## config.mk

```make
export PLATFORM = sky130hd
export DESIGN_NAME = ysyx_23060240_csr_ctrl_flat
export DESIGN_NICKNAME = d
export VERILOG_FILES = /design/src/rtl/ysyx_23060240_csr_pkg.sv /design/src/rtl/ysyx_23060240_csr_ctrl_if.sv /design/src/rtl/ysyx_23060240_csr_alu.sv /design/src/rtl/ysyx_23060240_csr_ctrl.sv /design/src/flat_wrapper.sv
export SDC_FILE = /design/constraint.sdc
export NUM_CORES = 1
export LEC_CHECK = 0
export ABC_CLOCK_PERIOD_IN_PS = 4800
export CAP_MARGIN = 25
export CORE_MARGIN = 2
export CORE_UTILIZATION = 50
export DETAILED_ROUTE_END_ITERATION = 8
export DONT_BUFFER_PORTS = 1
export HOLD_SLACK_MARGIN = 0.03
export SLEW_MARGIN = 20
export SYNTH_ARGS = -nofsm -noshare
export SYNTH_HDL_FRONTEND = slang
export SYNTH_SLANG_ARGS = --single-unit
```

## constraint.sdc

```tcl
create_clock -name clk -period 4.8 [get_ports clk]
set_input_delay 0.96 -clock clk [delete_from_list [all_inputs] [get_ports clk]]
set_output_delay 0.96 -clock clk [all_outputs]
set_load 0.02 [all_outputs]
```

## src/rtl/ysyx_23060240_csr_pkg.sv

```systemverilog
// ysyx_23060240_csr_pkg
// Shared definitions for the CSR access path: opcode encodings (also used by
// decode), machine-mode CSR addresses, controller FSM states and the latched
// request record.
package ysyx_23060240_csr_pkg;

  localparam int CSR_XLEN   = 32;
  localparam int CSR_ADDR_W = 12;

  localparam logic [2:0] OP_CSRRW  = 3'd0;
  localparam logic [2:0] OP_CSRRS  = 3'd1;
  localparam logic [2:0] OP_CSRRC  = 3'd2;
  localparam logic [2:0] OP_CSRRWI = 3'd3;
  localparam logic [2:0] OP_CSRRSI = 3'd4;
  localparam logic [2:0] OP_CSRRCI = 3'd5;
  localparam logic [2:0] OP_ECALL  = 3'd6;
  localparam logic [2:0] OP_MRET   = 3'd7;

  localparam logic [CSR_ADDR_W-1:0] CSR_MSTATUS = 12'h300;
  localparam logic [CSR_ADDR_W-1:0] CSR_MTVEC   = 12'h305;
  localparam logic [CSR_ADDR_W-1:0] CSR_MEPC    = 12'h341;
  localparam logic [CSR_ADDR_W-1:0] CSR_MCAUSE  = 12'h342;

  typedef enum logic [1:0] {
    ST_IDLE,
    ST_READ,
    ST_WRITE,
    ST_RESP
  } csr_state_e;

  typedef struct packed {
    logic [2:0]            op;
    logic [CSR_ADDR_W-1:0] csr;
    logic [CSR_XLEN-1:0]   src;
    logic                  zero_src;  // rs1 index 0 / zimm 0
    logic [CSR_XLEN-1:0]   pc;
  } csr_req_t;

endpackage

```

## src/rtl/ysyx_23060240_csr_ctrl_if.sv

```systemverilog
// ysyx_23060240_csr_ctrl_if
// Bundles the request (decode), response (writeback) and CSR-file port signals
// of the CSR controller.
//   slave  : the controller side (takes requests, drives CSR ports/responses)
//   master : everything around it (decode, writeback, CSR file)
interface ysyx_23060240_csr_ctrl_if #(
  parameter int XLEN   = 32,
  parameter int CSR_AW = 12
);
  logic              req_valid;
  logic              req_ready;
  logic [2:0]        req_op;
  logic [CSR_AW-1:0] req_csr;
  logic [4:0]        req_rs1_idx;
  logic [XLEN-1:0]   req_rs1;
  logic [4:0]        req_zimm;
  logic [XLEN-1:0]   req_pc;

  logic              resp_valid;
  logic              resp_ready;
  logic [XLEN-1:0]   resp_rd_data;
  logic              resp_redirect;
  logic [XLEN-1:0]   resp_redirect_pc;

  logic [XLEN-1:0]   csr_pc;
  logic              r_csr_en;
  logic [CSR_AW-1:0] r_csr_addr;
  logic [XLEN-1:0]   r_csr_data;
  logic              w_csr_en;
  logic [CSR_AW-1:0] w_csr_addr;
  logic [XLEN-1:0]   w_csr_data;
  logic              jump_ecall;
  logic              jump_mret;

  modport slave (
    input  req_valid, req_op, req_csr, req_rs1_idx, req_rs1, req_zimm, req_pc,
    output req_ready,
    output resp_valid, resp_rd_data, resp_redirect, resp_redirect_pc,
    input  resp_ready,
    output csr_pc, r_csr_en, r_csr_addr, w_csr_en, w_csr_addr, w_csr_data,
    output jump_ecall, jump_mret,
    input  r_csr_data
  );

  modport master (
    output req_valid, req_op, req_csr, req_rs1_idx, req_rs1, req_zimm, req_pc,
    input  req_ready,
    input  resp_valid, resp_rd_data, resp_redirect, resp_redirect_pc,
    output resp_ready,
    input  csr_pc, r_csr_en, r_csr_addr, w_csr_en, w_csr_addr, w_csr_data,
    input  jump_ecall, jump_mret,
    output r_csr_data
  );

endinterface

```

## src/rtl/ysyx_23060240_csr_alu.sv

```systemverilog
// ysyx_23060240_csr_alu
// Combinational read-modify function for Zicsr writes.
//   op      : request opcode (register and immediate forms share behaviour)
//   old_val : CSR value read earlier
//   src     : rs1 value or zero-extended zimm
//   new_val : value to write back (RW: src, RS: old|src, RC: old&~src)
module ysyx_23060240_csr_alu
  import ysyx_23060240_csr_pkg::*;
#(
  parameter int XLEN = 32
) (
  input  logic [2:0]      op,
  input  logic [XLEN-1:0] old_val,
  input  logic [XLEN-1:0] src,
  output logic [XLEN-1:0] new_val
);

  always_comb begin
    new_val = src;
    unique case (op)
      OP_CSRRS, OP_CSRRSI: new_val = old_val | src;
      OP_CSRRC, OP_CSRRCI: new_val = old_val & ~src;
      default:             new_val = src;
    endcase
  end

endmodule

```

## src/rtl/ysyx_23060240_csr_ctrl.sv

```systemverilog
// ysyx_23060240_csr_ctrl
// Sequences one Zicsr / ECALL / MRET request onto the CSR file: READ, then an
// optional WRITE, then a held RESP to writeback. ECALL reads mtvec and MRET
// reads mepc; the value read becomes the redirect target.
// Ports:
//   clk, rst : clock, asynchronous active-high reset
//   io       : request / response / CSR-file signals (slave modport)
// Build option:
//   YSYX_CSR_WSKIP_EN - set/clear forms with a zero source skip the WRITE cycle.
module ysyx_23060240_csr_ctrl
  import ysyx_23060240_csr_pkg::*;
#(
  parameter int XLEN   = 32,
  parameter int CSR_AW = 12
) (
  input logic                     clk,
  input logic                     rst,
  ysyx_23060240_csr_ctrl_if.slave io
);

`ifdef YSYX_CSR_WSKIP_EN
  localparam bit WSKIP_EN = 1'b1;
`else
  localparam bit WSKIP_EN = 1'b0;
`endif

  csr_state_e        state_q, state_d;
  csr_req_t          req_q;
  logic [XLEN-1:0]   old_q;
  logic [XLEN-1:0]   src_d;
  logic [XLEN-1:0]   wdata;
  logic [CSR_AW-1:0] rd_addr;
  logic              accept, is_imm, zero_d, is_trap, skip_wr;

  // Gated by rst so every output reads 0 while reset is held.
  assign io.req_ready = (state_q == ST_IDLE) && !rst;
  assign accept       = io.req_valid && io.req_ready;

  assign is_imm  = io.req_op inside {OP_CSRRWI, OP_CSRRSI, OP_CSRRCI};
  assign src_d   = is_imm ? {{(XLEN-5){1'b0}}, io.req_zimm} : io.req_rs1;
  assign zero_d  = is_imm ? (io.req_zimm == 5'd0) : (io.req_rs1_idx == 5'd0);
  assign is_trap = req_q.op inside {OP_ECALL, OP_MRET};
  // Write forms always write; only set/clear with a zero source may skip.
  assign skip_wr = WSKIP_EN && req_q.zero_src &&
                   !(req_q.op inside {OP_CSRRW, OP_CSRRWI});

  always_comb begin
    rd_addr = req_q.csr;
    if (req_q.op == OP_ECALL)     rd_addr = CSR_MTVEC;
    else if (req_q.op == OP_MRET) rd_addr = CSR_MEPC;
  end

  ysyx_23060240_csr_alu #(.XLEN(XLEN)) u_alu (
    .op      (req_q.op),
    .old_val (old_q),
    .src     (req_q.src),
    .new_val (wdata)
  );

  always_ff @(posedge clk or posedge rst) begin
    if (rst) begin
      state_q <= ST_IDLE;
      req_q   <= '0;
      old_q   <= '0;
    end else begin
      state_q <= state_d;
      if (accept) begin
        req_q.op       <= io.req_op;
        req_q.csr      <= io.req_csr;
        req_q.src      <= src_d;
        req_q.zero_src <= zero_d;
        req_q.pc       <= io.req_pc;
      end
      if (state_q == ST_READ) old_q <= io.r_csr_data;
    end
  end

  // Strobes are decoded straight from state so they span the whole state
  // cycle, letting the CSR file sample on the falling edge.
  always_comb begin
    state_d             = state_q;
    io.r_csr_en         = 1'b0;
    io.r_csr_addr       = '0;
    io.w_csr_en         = 1'b0;
    io.w_csr_addr       = '0;
    io.w_csr_data       = '0;
    io.csr_pc           = '0;
    io.jump_ecall       = 1'b0;
    io.jump_mret        = 1'b0;
    io.resp_valid       = 1'b0;
    io.resp_rd_data     = '0;
    io.resp_redirect    = 1'b0;
    io.resp_redirect_pc = '0;
    unique case (state_q)
      ST_IDLE: if (accept) state_d = ST_READ;
      ST_READ: begin
        io.r_csr_en   = 1'b1;
        io.r_csr_addr = rd_addr;
        io.csr_pc     = req_q.pc;
        io.jump_ecall = (req_q.op == OP_ECALL);
        io.jump_mret  = (req_q.op == OP_MRET);
        state_d       = (is_trap || skip_wr) ? ST_RESP : ST_WRITE;
      end
      ST_WRITE: begin
        io.w_csr_en   = 1'b1;
        io.w_csr_addr = req_q.csr;
        io.w_csr_data = wdata;
        state_d       = ST_RESP;
      end
      ST_RESP: begin
        io.resp_valid   = 1'b1;
        io.resp_rd_data = old_q;
        if (is_trap) begin
          io.resp_redirect    = 1'b1;
          io.resp_redirect_pc = old_q;
        end
        if (io.resp_ready) state_d = ST_IDLE;
      end
      default: state_d = ST_IDLE;
    endcase
  end

endmodule

```

## src/flat_wrapper.sv

```systemverilog
// flat-port wrapper written by rule: the top's interface ports become plain ports
module ysyx_23060240_csr_ctrl_flat import ysyx_23060240_csr_pkg::*;
#(
  parameter int XLEN   = 32,
  parameter int CSR_AW = 12
)
  (clk, rst, io_req_valid, io_req_op, io_req_csr, io_req_rs1_idx, io_req_rs1, io_req_zimm, io_req_pc, io_req_ready, io_resp_valid, io_resp_rd_data, io_resp_redirect, io_resp_redirect_pc, io_resp_ready, io_csr_pc, io_r_csr_en, io_r_csr_addr, io_w_csr_en, io_w_csr_addr, io_w_csr_data, io_jump_ecall, io_jump_mret, io_r_csr_data);
  ysyx_23060240_csr_ctrl_if #(.XLEN(XLEN), .CSR_AW(CSR_AW)) io_i ();
  input logic clk;
  input logic rst;
  input wire logic [$bits(io_i.req_valid)-1:0] io_req_valid;
  input wire logic [$bits(io_i.req_op)-1:0] io_req_op;
  input wire logic [$bits(io_i.req_csr)-1:0] io_req_csr;
  input wire logic [$bits(io_i.req_rs1_idx)-1:0] io_req_rs1_idx;
  input wire logic [$bits(io_i.req_rs1)-1:0] io_req_rs1;
  input wire logic [$bits(io_i.req_zimm)-1:0] io_req_zimm;
  input wire logic [$bits(io_i.req_pc)-1:0] io_req_pc;
  output wire logic [$bits(io_i.req_ready)-1:0] io_req_ready;
  output wire logic [$bits(io_i.resp_valid)-1:0] io_resp_valid;
  output wire logic [$bits(io_i.resp_rd_data)-1:0] io_resp_rd_data;
  output wire logic [$bits(io_i.resp_redirect)-1:0] io_resp_redirect;
  output wire logic [$bits(io_i.resp_redirect_pc)-1:0] io_resp_redirect_pc;
  input wire logic [$bits(io_i.resp_ready)-1:0] io_resp_ready;
  output wire logic [$bits(io_i.csr_pc)-1:0] io_csr_pc;
  output wire logic [$bits(io_i.r_csr_en)-1:0] io_r_csr_en;
  output wire logic [$bits(io_i.r_csr_addr)-1:0] io_r_csr_addr;
  output wire logic [$bits(io_i.w_csr_en)-1:0] io_w_csr_en;
  output wire logic [$bits(io_i.w_csr_addr)-1:0] io_w_csr_addr;
  output wire logic [$bits(io_i.w_csr_data)-1:0] io_w_csr_data;
  output wire logic [$bits(io_i.jump_ecall)-1:0] io_jump_ecall;
  output wire logic [$bits(io_i.jump_mret)-1:0] io_jump_mret;
  input wire logic [$bits(io_i.r_csr_data)-1:0] io_r_csr_data;
  assign io_i.req_valid = io_req_valid;
  assign io_i.req_op = io_req_op;
  assign io_i.req_csr = io_req_csr;
  assign io_i.req_rs1_idx = io_req_rs1_idx;
  assign io_i.req_rs1 = io_req_rs1;
  assign io_i.req_zimm = io_req_zimm;
  assign io_i.req_pc = io_req_pc;
  assign io_req_ready = io_i.req_ready;
  assign io_resp_valid = io_i.resp_valid;
  assign io_resp_rd_data = io_i.resp_rd_data;
  assign io_resp_redirect = io_i.resp_redirect;
  assign io_resp_redirect_pc = io_i.resp_redirect_pc;
  assign io_i.resp_ready = io_resp_ready;
  assign io_csr_pc = io_i.csr_pc;
  assign io_r_csr_en = io_i.r_csr_en;
  assign io_r_csr_addr = io_i.r_csr_addr;
  assign io_w_csr_en = io_i.w_csr_en;
  assign io_w_csr_addr = io_i.w_csr_addr;
  assign io_w_csr_data = io_i.w_csr_data;
  assign io_jump_ecall = io_i.jump_ecall;
  assign io_jump_mret = io_i.jump_mret;
  assign io_i.r_csr_data = io_r_csr_data;
  ysyx_23060240_csr_ctrl #(.XLEN(XLEN), .CSR_AW(CSR_AW)) u_core (.clk(clk), .rst(rst), .io(io_i));
endmodule
```

# Word level (Yosys, flattened, before mapping)
# Cells that the tools add are included.
[totals]
output_inout_bits = 159
register_bits = 113
elab_cells = 54
in_bits = 125
[op_classes]
n_eq_ne = 14
bitwise = 3
mux = 22
reduce_logical = 9
[ops]
columns = ["cell", "n"]
rows = [
  ["32-bit two-way mux", 6],
  ["32-bit case mux with 2 select lines", 1],
  ["12-bit two-way mux", 4],
  ["32-bit AND", 1],
  ["32-bit NOT", 1],
  ["32-bit OR", 1],
  ["3-bit equality test (second input constant)", 6],
  ["1-bit two-way mux", 8],
  ["2-bit case mux with 4 select lines", 1],
  ["3-bit by 2-bit equality test with 1-bit output (second input constant)", 2],
  ["2-bit equality test (second input constant)", 2],
  ["2-bit two-way mux", 2],
  ["2-bit OR reduction", 2],
  ["3-bit by 1-bit equality test with 1-bit output (second input constant)", 1],
  ["3-bit nonzero test", 1],
  ["2-bit by 1-bit equality test with 1-bit output (second input constant)", 1],
  ["1-bit logical AND", 2],
  ["2-bit logical NOT", 1],
  ["2-bit by 1-bit != test with 1-bit output (second input constant)", 1],
  ["2-bit != test (second input constant)", 1],
  ["2-bit AND reduction", 1],
  ["2-bit nonzero test", 1],
  ["1-bit logical NOT", 1],
]

# Longest topological paths before layout
[depth]
word_depth = 5
ltp_mapped = 8
mapped_depth_nobuf = 5

# Modules after synthesis
# Synthesis repeated with hierarchy kept, for this count alone.
[hier_totals]
hier_cells = 774
area_unflattened_um2 = 7028.0
[by_module_without_submodules]
columns = ["module", "area_each_um2", "n_inst", "cells_per_inst", "seq_area_each_um2"]
rows = [
  ["ysyx_23060240_csr_ctrl", 5450.2, 1, 557, 2827.7],
  ["ysyx_23060240_csr_alu", 1577.8, 1, 217, 0.0],
]

# Worst setup path before layout
# No wires, ideal clock.
[synth_timing]
path_type = "register to output"
from = "reg u_core.state_q[1]"
to = "out io_csr_pc[24]"
path_buffers = 3
path_stages_with_launch = 7
arrival_ns = 1.679
path_slack_ns = 2.161
cell_sequence = "dfrtp_1 > inv_1 > ha_1 > clkbuf_1 > buf_2 > clkbuf_1 > and2_1"
[synth_via]
elab_chain_cells = 2
[synth_lines]
columns = ["element", "line", "source"]
rows = [
  ["from (decl)", "ysyx_23060240_csr_ctrl.sv:27", "csr_state_e state_q, state_d;"],
  ["from (signal assigned)", "ysyx_23060240_csr_ctrl.sv:66", "state_q <= state_d;"],
  ["2-bit by 1-bit equality test with 1-bit output", "ysyx_23060240_csr_ctrl.sv:94", "unique case (state_q)"],
  ["32-bit two-way mux", "ysyx_23060240_csr_ctrl.sv:94", ""],
  ["to (decl)", "flat_wrapper.sv:24", "output wire logic [$bits(io_i.csr_pc)-1:0] io_csr_pc;"],
]
# Every way passes these cells.

# Worst setup path in the final report
[layout_timing]
from = "reg u_core.req_q[78] (netlist name)"
to = "out io_w_csr_data[31]"
[layout_via]
elab_chain_cells = 4
elab_cells_between_ends = 8
[layout_lines]
columns = ["element", "line", "source"]
rows = [
  ["3-bit by 2-bit equality test with 1-bit output, or another cell as far along", "ysyx_23060240_csr_alu.sv:20", "unique case (op)"],
  ["2-bit OR reduction", "ysyx_23060240_csr_alu.sv:20", ""],
  ["32-bit case mux with 2 select lines *", "ysyx_23060240_csr_alu.sv:20", ""],
  ["32-bit two-way mux *", "ysyx_23060240_csr_ctrl.sv:94", ""],
  ["to (decl)", "flat_wrapper.sv:29", "output wire logic [$bits(io_i.w_csr_data)-1:0] io_w_csr_data;"],
]
# Every way passes the cells marked *; elsewhere a longest branch is shown, timed or not.

==> impl_results.md <==
- Initial antenna violation count: 0
- Crit-path max cell delay: between 0.6 and 0.7 ns
- Router iterations before antenna repair: 4
- Tot GR Track Use: a little under a quarter
- Slowest-stage cell, CP: or3_1
- Period utilisation layout: between 70% and 80%
- Fin. max-slew vios: 0
- Die height: 114 um
- Lkg Pwr: 3.09 nW
- Fmax: approximately 270 MHz
- Ys Warns: 0
- Root buffer cell: clkbuf_16
- Final WL: 15.6 mm
- Maxcap violations: 0
- Number of synthesized flops with an enable pin: 0
- Final HPWL DP: 10.3 mm
- CTS tree: yes
- I/O Buffers: 0
- CTS clk-pin slew, worst paths: roughly 0.050 ns
- Starting density of the core: 50.6%
- Power Dens Cells: 805 nW/um^2
- Row count: 40
- # diodes: 0
- Class of the worst hold path: in -> async
- Multi-input logic area: between 2000 and 3000 um^2
- Fillers: between 1000 and 1500
- Final setup TNS: 0 ns
- Antenna Violating Nets Remaining: 0
- Area growth syn-to-layout: 11.8%
- Skew final: 0.00732 ns
- Fin area: between 6000 and 7000 um^2
- Final setup fails: 0
- Global route overflow: 0
- First-pass GRT wire length: around 24 mm
- Mapped cell area: between 6000 and 7000 um^2
- Post-CTS Hold Fix Bufs: 0
- Ys async rst share: 100%
- Via density: 5.92
- #FFs+latches synth: approximately 110
- Status: finished, final reports clean
- XOR/XNOR share of the synthesized area: 0%
- Crit Path Category: reg -> out
- Fin nets: between 700 and 800
- CTS buffer count: 17
- Required time worst endpoint: between 3 and 4 ns
- CP endpoint kind: primary output
- Total power: between 5 and 6 mW
- Main synth FF type: dfrtp_1
- Area post-placement: 6030 um^2
- CP max FO: 18
- Syn Area/Cell: 9.43 um^2
- Post-synthesis net count: 767
- Compound-Gate Fraction of Synth Area: approximately a tenth
- Max Root-Sink Buffers: 2
- Peak VDD IR: 352 uV
- CP startpoint: u_core.req_q[78]
- DIE AREA: between 10000 and 15000 um^2
- Core area: 11900 um^2
- Routed len/inst: around 20 um
- H-tree depth: 4
- Cells after synthesis: roughly 640
- Crit path DAT: 2.69 ns
- Clock tree sinks: 113
- Iter 0 DRT Violations: slightly above 300
- Simple-gate share of the synthesized area: a little under a third
- Via Count: 4597
- Largest net degree at the start of global routing: 80
- Crit-path cells: or3_1, buf_4, nand4b_1, a21boi_0
- Core Util, Final: a little under three fifths
- Ports: ~280
- Slew at the pin with the worst max-slew slack: ~0.94 ns
- Post-CTS sizing: 0
- RSZ-0062 raised after global routing: false
- Multiplexer share of the synthesized area: 6.19%
- Die width: 114 um
- DRC Markers: 0
- Clock Latency Late Sink: around 0.40 ns
- Netlist cell types: 33
- Share of cells above drive strength 1: around an eighth
- Routability-driven placement congestion ratio: roughly 0.74
- Min Tclk post-route: approximately 3.7 ns
- Relative max-transition margin: between 30 and 40%
- Fin. Hold Viols: 0
- Startpoint Class: flip-flop
- Setup repair bufs after CTS: 0
- Main combinational cell family by area after synthesis: simple AND/OR/NAND/NOR gates
- Launch point of the worst reg-to-reg path: u_core.state_q[1]
- Register area: between 2000 and 3000 um^2
- Area share of fa/ha/maj cells after synthesis: under 10%
- Vias in the first global route: approximately 4400
- Seq/Total Area, Yosys: 47.1%
-- final timing paths --
check / end / slack (ns) / depth (start not counted)
min in group clk: u_core.req_q[0] / 0.46 / 2
min reg2reg: u_core.req_q[0] / 0.46 / 2
max in group asynchronous: u_core.req_q[72] / 3.28 / 3
max: io_w_csr_data[31] / 1.15 / 4
max reg2reg: u_core.old_q[1] / 2.61 / 4
min: u_core.req_q[38] / 0.44 / 1
-- per-stage QoR --
stage          std cells  hold WS (ns)  setup slack [ns]
6_report             777         0.436              1.15
5_1_grt              777         0.452              1.02
4_1_cts              775         0.467              1.14
3_5_place_dp         743         0.454              1.58
3_3_place_gp         742         0.450              1.65
2_1_floorplan        637         0.437             0.853
-- registers in the layout (all words and copies together) (netlist names) --
| register | flops |
|---|---|
| u_core.state_q | 2 |
| u_core.req_q | 79 |
| u_core.old_q | 32 |
-- critical path, delay by kind of cell, from the launching register on --
family                 cells  cell delay [ns]
AO/OA/AOI/OAI              1             0.67
buffers and inverters      1             0.35
flip-flops                 1             0.48
AND/OR/NAND/NOR            2             0.78
-- report_power, final --
group / total (mW) / switching, mW / internal [mW]
Combinational: 2.26 / 1.47 / 0.795
Sequential: 1.79 / 0.363 / 1.43
Clock: 1.34 / 0.423 / 0.922
Total: 5.40 / 2.26 / 3.15
-- cells in the final DEF (no fill, tap or decap), drive strengths merged --
cell type / count
nand2: 147
and2: 116
dfrtp: 113
nand3: 33
mux2: 33
a21boi: 33
nand4b: 32
a22o: 27
clkbuf: 23
buf: 12
nor2: 7
a21oi: 6
o21ai: 6
a31oi: 5
ha: 5
bufinv: 4
nand3b: 3
nor2b: 3
clkinvlp: 3
inv: 3
and3: 2
a21o: 2
clkinv: 2
and3b: 2
nor3: 2
or2b: 1
or3b: 1
or3: 1
nand2b: 1
a211oi: 1
a2bb2oi: 1
-- routing by layer --
layer,global-route usage [%],part of all wire (%),vias to the layer above,routed length [um]
li1,-,-,2111,-
met1,28.6,39,2268,6120
met2,39.4,50,193,7800
met3,7.86,8.3,25,1290
met4,10.5,2.3,0,356
met5,0,0,-,0
-- synth_stat cells, types with 5 or more instances --
cell / instances / area share, %
o21ai_0: 5 / 0.42
dfrtp_1: 113 / 47
nand4b_1: 32 / 4.7
mux2_2: 33 / 6.2
nand2_1: 147 / 9.2
clkbuf_1: 28 / 1.8
a21oi_1: 6 / 0.50
ha_1: 5 / 1.0
a21boi_1: 31 / 3.9
a22o_1: 27 / 3.9
buf_6: 6 / 1.1
buf_2: 14 / 1.2
nor2_1: 7 / 0.44
a31oi_1: 5 / 0.52
and2_1: 116 / 12
nand3_1: 33 / 2.8
-- area by class of cell --
type / instances / area share, %
multi-input cells: 470 / 43.5
repair buffers: 12 / 1.86
well taps: 147 / 2.74
flip-flops and latches: 113 / 42.1
clock inverters: 9 / 2.27
inverters: 3 / 0.205
clock buffers: 23 / 7.27
-- kinds of logic after synthesis --
group                    after synthesis
buffers and inverters                 54
adder cells (fa/ha/maj)                5
AND/OR/NAND/NOR                      351
flip-flops                           113
multiplexers                          33
AO/OA/AOI/OAI                         81
No activity file was read; power rests on OpenSTA's default activity.
